<file path="src/rtl/wide_add_sequencer_pkg.sv">
// -----------------------------------------------------------------------------
// wide_add_sequencer_pkg
// Purpose : shared constants for the wide add/sub sequencer and its word adder.
//           Holds the slice width and the FSM state encoding. The state
//           encoding is also the value seen on the sequencer's debug state
//           port.
// Ports   : none (package)
// -----------------------------------------------------------------------------
package wide_add_sequencer_pkg;

  // Width of one operand slice handled per cycle by the word adder.
  localparam int WORD_W = 32;

  typedef logic [1:0] state_t;

  localparam state_t ST_IDLE = 2'd0;
  localparam state_t ST_RUN  = 2'd1;
  localparam state_t ST_DONE = 2'd2;

endpackage : wide_add_sequencer_pkg

</file>
<file path="src/rtl/wide_add_sequencer_bypass_adder.sv">
// -----------------------------------------------------------------------------
// bypass_adder
// Purpose : 32-bit combinational adder slice with carry in/out and a
//           two's-complement overflow flag for that slice.
// Ports   :
//   a_i        in  WORD_W  addend A
//   b_i        in  WORD_W  addend B (already inverted by the caller for subtract)
//   cin_i      in  1       carry in
//   sum_o      out WORD_W  a_i + b_i + cin_i (low WORD_W bits)
//   cout_o     out 1       carry out of the top bit
//   overflow_o out 1       signed overflow of this slice
// -----------------------------------------------------------------------------
module bypass_adder
  import wide_add_sequencer_pkg::*;
(
  input  logic [WORD_W-1:0] a_i,
  input  logic [WORD_W-1:0] b_i,
  input  logic              cin_i,
  output logic [WORD_W-1:0] sum_o,
  output logic              cout_o,
  output logic              overflow_o
);

  logic [WORD_W:0] full_sum;

  assign full_sum = {1'b0, a_i} + {1'b0, b_i} + {{WORD_W{1'b0}}, cin_i};
  assign sum_o    = full_sum[WORD_W-1:0];
  assign cout_o   = full_sum[WORD_W];

  // Signed overflow: both addends share a sign that the sum does not.
  assign overflow_o = (a_i[WORD_W-1] == b_i[WORD_W-1]) &&
                      (sum_o[WORD_W-1] != a_i[WORD_W-1]);

endmodule : bypass_adder

</file>
<file path="src/rtl/wide_add_sequencer.sv">
// -----------------------------------------------------------------------------
// wide_add_sequencer
// Purpose : multi-cycle NUM_WORDS*32-bit adder/subtractor. Operands are
//           captured on start, then streamed LSW first through one 32-bit
//           bypass_adder, chaining the carry between cycles.
// Handshake:
//   start is a 1-cycle request sampled only in IDLE; starts arriving in RUN or
//   DONE are dropped, not queued. busy is high while slices are being
//   processed (cycle after accepted start up to the last slice). done pulses
//   for exactly one cycle, NUM_WORDS+1 cycles after the start edge; result,
//   cout and overflow are valid from that cycle and held until the next
//   accepted start. A new start is accepted from the cycle after done.
// Ports   :
//   clk          in  1  rising-edge clock
//   rst_n        in  1  asynchronous active-low reset
//   start        in  1  operation request
//   sub          in  1  0 = a+b, 1 = a-b (captured with start)
//   a_in         in  W  operand A (captured with start)
//   b_in         in  W  operand B (captured with start)
//   busy         out 1  operation in progress
//   done         out 1  1-cycle completion pulse
//   result       out W  sum / difference
//   cout         out 1  carry out of the MSW (subtract: 1 = no borrow)
//   overflow     out 1  signed overflow of the full W-bit operation
//   dbg_state_o  out 2  current FSM state (ST_IDLE/ST_RUN/ST_DONE)
// -----------------------------------------------------------------------------
module wide_add_sequencer
  import wide_add_sequencer_pkg::*;
#(
  parameter int NUM_WORDS = 4
) (
  input  logic                        clk,
  input  logic                        rst_n,
  input  logic                        start,
  input  logic                        sub,
  input  logic [WORD_W*NUM_WORDS-1:0] a_in,
  input  logic [WORD_W*NUM_WORDS-1:0] b_in,
  output logic                        busy,
  output logic                        done,
  output logic [WORD_W*NUM_WORDS-1:0] result,
  output logic                        cout,
  output logic                        overflow,
  output state_t                      dbg_state_o
);

  localparam int IDX_W = $clog2(NUM_WORDS);
  localparam logic [IDX_W-1:0] IDX_LAST = IDX_W'(NUM_WORDS - 1);
  localparam logic [IDX_W-1:0] IDX_ONE  = IDX_W'(1);

  // Operands and result are kept as word arrays so the active slice is a
  // plain index by the word counter.
  state_t                                state_q, state_d;
  logic [IDX_W-1:0]                      idx_q, idx_d;
  logic                                  carry_q, carry_d;
  logic                                  sub_q, sub_d;
  logic [NUM_WORDS-1:0][WORD_W-1:0]      a_q, a_d;
  logic [NUM_WORDS-1:0][WORD_W-1:0]      b_q, b_d;
  logic [NUM_WORDS-1:0][WORD_W-1:0]      result_q, result_d;
  logic                                  cout_q, cout_d;
  logic                                  ovf_q, ovf_d;

  logic [WORD_W-1:0] add_a, add_b, add_sum;
  logic              add_cout, add_ovf;

  // Subtract is a + ~b + 1: the +1 enters as the initial carry loaded at
  // start, the inversion is applied to every B slice here.
  assign add_a = a_q[idx_q];
  assign add_b = b_q[idx_q] ^ {WORD_W{sub_q}};

  bypass_adder u_adder (
    .a_i        (add_a),
    .b_i        (add_b),
    .cin_i      (carry_q),
    .sum_o      (add_sum),
    .cout_o     (add_cout),
    .overflow_o (add_ovf)
  );

  always_comb begin
    state_d  = state_q;
    idx_d    = idx_q;
    carry_d  = carry_q;
    sub_d    = sub_q;
    a_d      = a_q;
    b_d      = b_q;
    result_d = result_q;
    cout_d   = cout_q;
    ovf_d    = ovf_q;

    case (state_q)
      ST_IDLE: begin
        if (start) begin
          a_d     = a_in;
          b_d     = b_in;
          sub_d   = sub;
          carry_d = sub;
          idx_d   = '0;
          state_d = ST_RUN;
        end
      end

      ST_RUN: begin
        result_d[idx_q] = add_sum;
        carry_d         = add_cout;
        if (idx_q == IDX_LAST) begin
          // Only the MSW slice's overflow describes the full-width operation.
          cout_d  = add_cout;
          ovf_d   = add_ovf;
          state_d = ST_DONE;
        end else begin
          idx_d = idx_q + IDX_ONE;
        end
      end

      ST_DONE: begin
        state_d = ST_IDLE;
      end

      default: begin
        state_d = ST_IDLE;
      end
    endcase
  end

  always_ff @(posedge clk or negedge rst_n) begin
    if (!rst_n) begin
      state_q  <= ST_IDLE;
      idx_q    <= '0;
      carry_q  <= 1'b0;
      sub_q    <= 1'b0;
      a_q      <= '0;
      b_q      <= '0;
      result_q <= '0;
      cout_q   <= 1'b0;
      ovf_q    <= 1'b0;
    end else begin
      state_q  <= state_d;
      idx_q    <= idx_d;
      carry_q  <= carry_d;
      sub_q    <= sub_d;
      a_q      <= a_d;
      b_q      <= b_d;
      result_q <= result_d;
      cout_q   <= cout_d;
      ovf_q    <= ovf_d;
    end
  end

  assign busy        = (state_q == ST_RUN);
  assign done        = (state_q == ST_DONE);
  assign result      = result_q;
  assign cout        = cout_q;
  assign overflow    = ovf_q;
  assign dbg_state_o = state_q;

endmodule : wide_add_sequencer

</file>
<file path="config.mk">
export PLATFORM = sky130hd
export DESIGN_NAME = wide_add_sequencer
export DESIGN_NICKNAME = d
export VERILOG_FILES = /design/src/rtl/wide_add_sequencer_pkg.sv /design/src/rtl/wide_add_sequencer_bypass_adder.sv /design/src/rtl/wide_add_sequencer.sv
export SDC_FILE = /design/constraint.sdc
export NUM_CORES = 1
export LEC_CHECK = 0
export CORE_ASPECT_RATIO = 0.8
export CORE_MARGIN = 5
export CORE_UTILIZATION = 35
export DETAILED_ROUTE_END_ITERATION = 10
export PLACE_DENSITY = 0.57
export SETUP_SLACK_MARGIN = 0.5
export SLEW_MARGIN = 20
export SYNTH_ARGS = -nofsm -noshare
export SYNTH_HDL_FRONTEND = slang
export SYNTH_SLANG_ARGS = --single-unit
export TNS_END_PERCENT = 20
</file>
<file path="constraint.sdc">
create_clock -name clk -period 4.81 [get_ports clk]
set_input_delay 0.962 -clock clk [delete_from_list [all_inputs] [get_ports clk]]
set_output_delay 0.962 -clock clk [all_outputs]
set_load 0.02 [all_outputs]
</file>
==> results_dict.tcl <==
set metrics [dict create \
    dp_hpwl_um 41600 \
    tightest_slew_ns 1.01 \
    reg2regPathDepth 11 \
    coreArea_um2 50900 \
    io_pins 394 \
    clk_path_buf_depth 3 \
    start_util_pct 35.3 \
    synth_edf_count 0 \
    max_stage_delay_ns 0.59 \
    routed_via_density 4.94 \
    cp_max_fo 10 \
    routed_wl_um 54200 \
    synthToLayoutAreaGrowth_pct 35.3 \
    gp_congestion 0.843 \
    htree_levels 2 \
    std_cell_rows 74 \
    cap_violations 0 \
    relSlewSlack_pct 32.1 \
    hold_viol_final 0 \
    antenna_found_initial 15 \
    r2r_start "idx_q[0]$_DFFE_PN0P_" \
    die_h_um 213 \
    cp.required_ns 5.22 \
    slowest_stage "mux4_2" \
    min_period_ns 3.96 \
    grt_start_max_net_pins 134 \
    grt_overflow 0 \
    worstSkewPairLatency_ns 0.55 \
    rrSetupSlack_ns 0.85 \
    firstDrtPassIters 5 \
    wl_per_cell_um 21.8 \
    cp.depth 11 \
    final.setup.tns_ns 0 \
    grt_pass1_vias 13027 \
    ctsRootBufferMaster "clkbuf_16" \
    fin_nets 2063 \
    rsz0062_at_grt "false" \
    yosys_warnings 0 \
    synth_seq_cells 392 \
    crit_path_end_kind "flop" \
    path_cells "buf_4, mux4_2, xor2_1, ha_1, a21oi_1, o22a_1, o22ai_1, o311a_1, nand2b_2, xnor2_1, o21ai_1" \
    worst_ep_arrival_time_ns 4.37 \
    grtUsageTotal_pct 18.9 \
    drt_iter0_drc 588 \
    dieArea_um2 56100 \
    cts_buffers 43 \
    path_clk_slew_ns 0.06 \
    maxSlewViolCount 0 \
    synth.yosys.seq_area_share_pct 54.5 \
    drc 0 \
    drive_gt1_share_pct 25.4 \
    num_vias 12286 \
    syn_avg_cell_area_um2 13.1 \
    startpoint "idx_q[0]$_DFFE_PN0P_" \
    yosysUniqueCellTypes 65 \
    fin_crit_sh_pct 82.4 \
    clock_sinks 392 \
    r2r_end "result[117]$_DFFE_PN0P_" \
    synthCells 1373 \
    syn_nets 1670 \
    worstHoldPathType "in -> async" \
    status "complete, no violations" \
    synth_flop_cell "dfrtp_1" \
    cts_tree "built" \
    crit_family "compound AO/OA/AOI/OAI gates" \
    syn-cell-area_um2 18000 \
    fmax_mhz 252 \
    crit_type "reg -> reg" \
    setup_viol 0 \
    worstSetupStartpointType "flop" \
    die_w_um 263 \
    grt_pass1_wl_um 81600 \
    skew_ns 0.0139 \
    crit_buf_inv 1 \
    async_flop_share_pct 100 \
    detail-route-antenna-nets 0 \
    endpoint "result[117]$_DFFE_PN0P_" \
    io_buffers 393 \
]
[what timing repair did]
item,in CTS,in global routing
setup buffers,0,4
setup endpoints to repair,0,25
hold buffers,0,0
resized for setup,0,0
[synthesized netlist by cell type (all sizes together), types with 5 or more instances]
library cell / n / area [µm²]
o21bai: 9 / 67.6
buf: 40 / 201
nand2: 161 / 607
o21ai: 146 / 742
ha: 35 / 438
a21o: 9 / 75.1
nor2: 28 / 105
nand4: 9 / 56.3
nand3: 6 / 35.0
o31ai: 5 / 42.5
mux4: 64 / 1440
clkbuf: 36 / 135
a21oi: 46 / 238
xnor2: 15 / 139
nand2b: 5 / 33.8
mux2: 260 / 2930
inv: 17 / 63.8
xor2: 46 / 410
dfrtp: 392 / 9810
o211ai: 5 / 47.5
[through the flow]
stage / instance area (µm²) / worst slack, ns / hold WS [ns] / util, % / cells
4_1_cts: 24300 / 0.653 / 0.482 / 47.6 / 2476
3_3_place_gp: 22800 / 0.701 / 0.463 / 44.7 / 2400
3_5_place_dp: 22800 / 0.666 / 0.467 / 44.7 / 2400
6_report: 24300 / 0.847 / 0.315 / 47.8 / 2488
2_1_floorplan: 18000 / 1.24 / 0.475 / - / 1373
5_1_grt: 24300 / 0.577 / 0.323 / 47.8 / 2481
[layout make-up]
cell class / instances / area [µm²]
fillers: 4587 / 26600
flip-flops and latches: 392 / 9820
multi-input cells: 887 / 7800
repair buffers: 424 / 4290
clock buffers: 61 / 1300
well taps: 684 / 856
clock inverters: 15 / 191
inverters: 18 / 67.6
diodes: 7 / 17.5
[worst register-to-register path, stage by stage (launching register included)]
cell and delay [ns]:
dfrtp_4 0.53, buf_4 0.27, mux4_2 0.60, xor2_1 0.29, ha_1 0.38, a21oi_1 0.22, o22a_1 0.18, o22ai_1 0.12
o311a_1 0.35, nand2b_2 0.20, xnor2_1 0.54, o21ai_1 0.15
[registers in the layout, indices dropped and copies added (netlist names)]
name / flops
sub_q: 1
idx_q: 2
overflow: 1
a_q: 128
carry_q: 1
b_q: 128
result: 128
dbg_state_o: 2
cout: 1
[layout by cell type (no fill, tap or decap), types with 11 or more instances in the layout]
| cell type | n |
|---|---|
| clkbuf_16 | 45 |
| mux4_2 | 64 |
| nand2_1 | 156 |
| xor2_1 | 45 |
| inv_1 | 17 |
| xnor2_1 | 14 |
| nor2_1 | 28 |
| dfrtp_1 | 389 |
| clkbuf_8 | 11 |
| a21oi_1 | 44 |
| o21ai_0 | 122 |
| buf_4 | 22 |
| o21ai_1 | 23 |
| mux2_2 | 260 |
| clkdlybuf4s50_1 | 392 |
| ha_1 | 35 |
[layer usage]
metal	track usage, %	vias to the layer above	share of wire (%)
met4	3.57	22	1.4
met1	27.4	6139	47
met3	6.73	69	8.1
met5	0	-	0.26
li1	-	5735	-
met2	27.9	321	43
[kinds of logic after synthesis]
family | count (synthesis) | synth area share (%)
compound gates | 238 | 7.89
xor+xnor | 61 | 3.05
fa+ha+maj | 37 | 2.66
buf+inv | 94 | 2.25
flops | 392 | 54.5
mux | 325 | 24.3
simple gates | 226 | 5.29
[worst min-delay path by stage]
| stage | startpoint | slack [ns] | depth (start not counted) | endpoint |
|---|---|---|---|---|
| after floorplan | a_q[64]$_DFFE_PN0P_ | 0.48 | 1 | a_q[64]$_DFFE_PN0P_ |
| after detailed placement | result[97]$_DFFE_PN0P_ | 0.47 | 2 | result[97]$_DFFE_PN0P_ |
| after global routing | rst_n | 0.32 | 1 | result[110]$_DFFE_PN0P_ |
| after global placement | result[102]$_DFFE_PN0P_ | 0.46 | 2 | result[102]$_DFFE_PN0P_ |
| final | rst_n | 0.32 | 1 | result[110]$_DFFE_PN0P_ |
| after CTS | result[97]$_DFFE_PN0P_ | 0.48 | 2 | result[97]$_DFFE_PN0P_ |
Power is not shown: default switching activity piles up to over one toggle a cycle in this logic, so the estimate is an artifact.
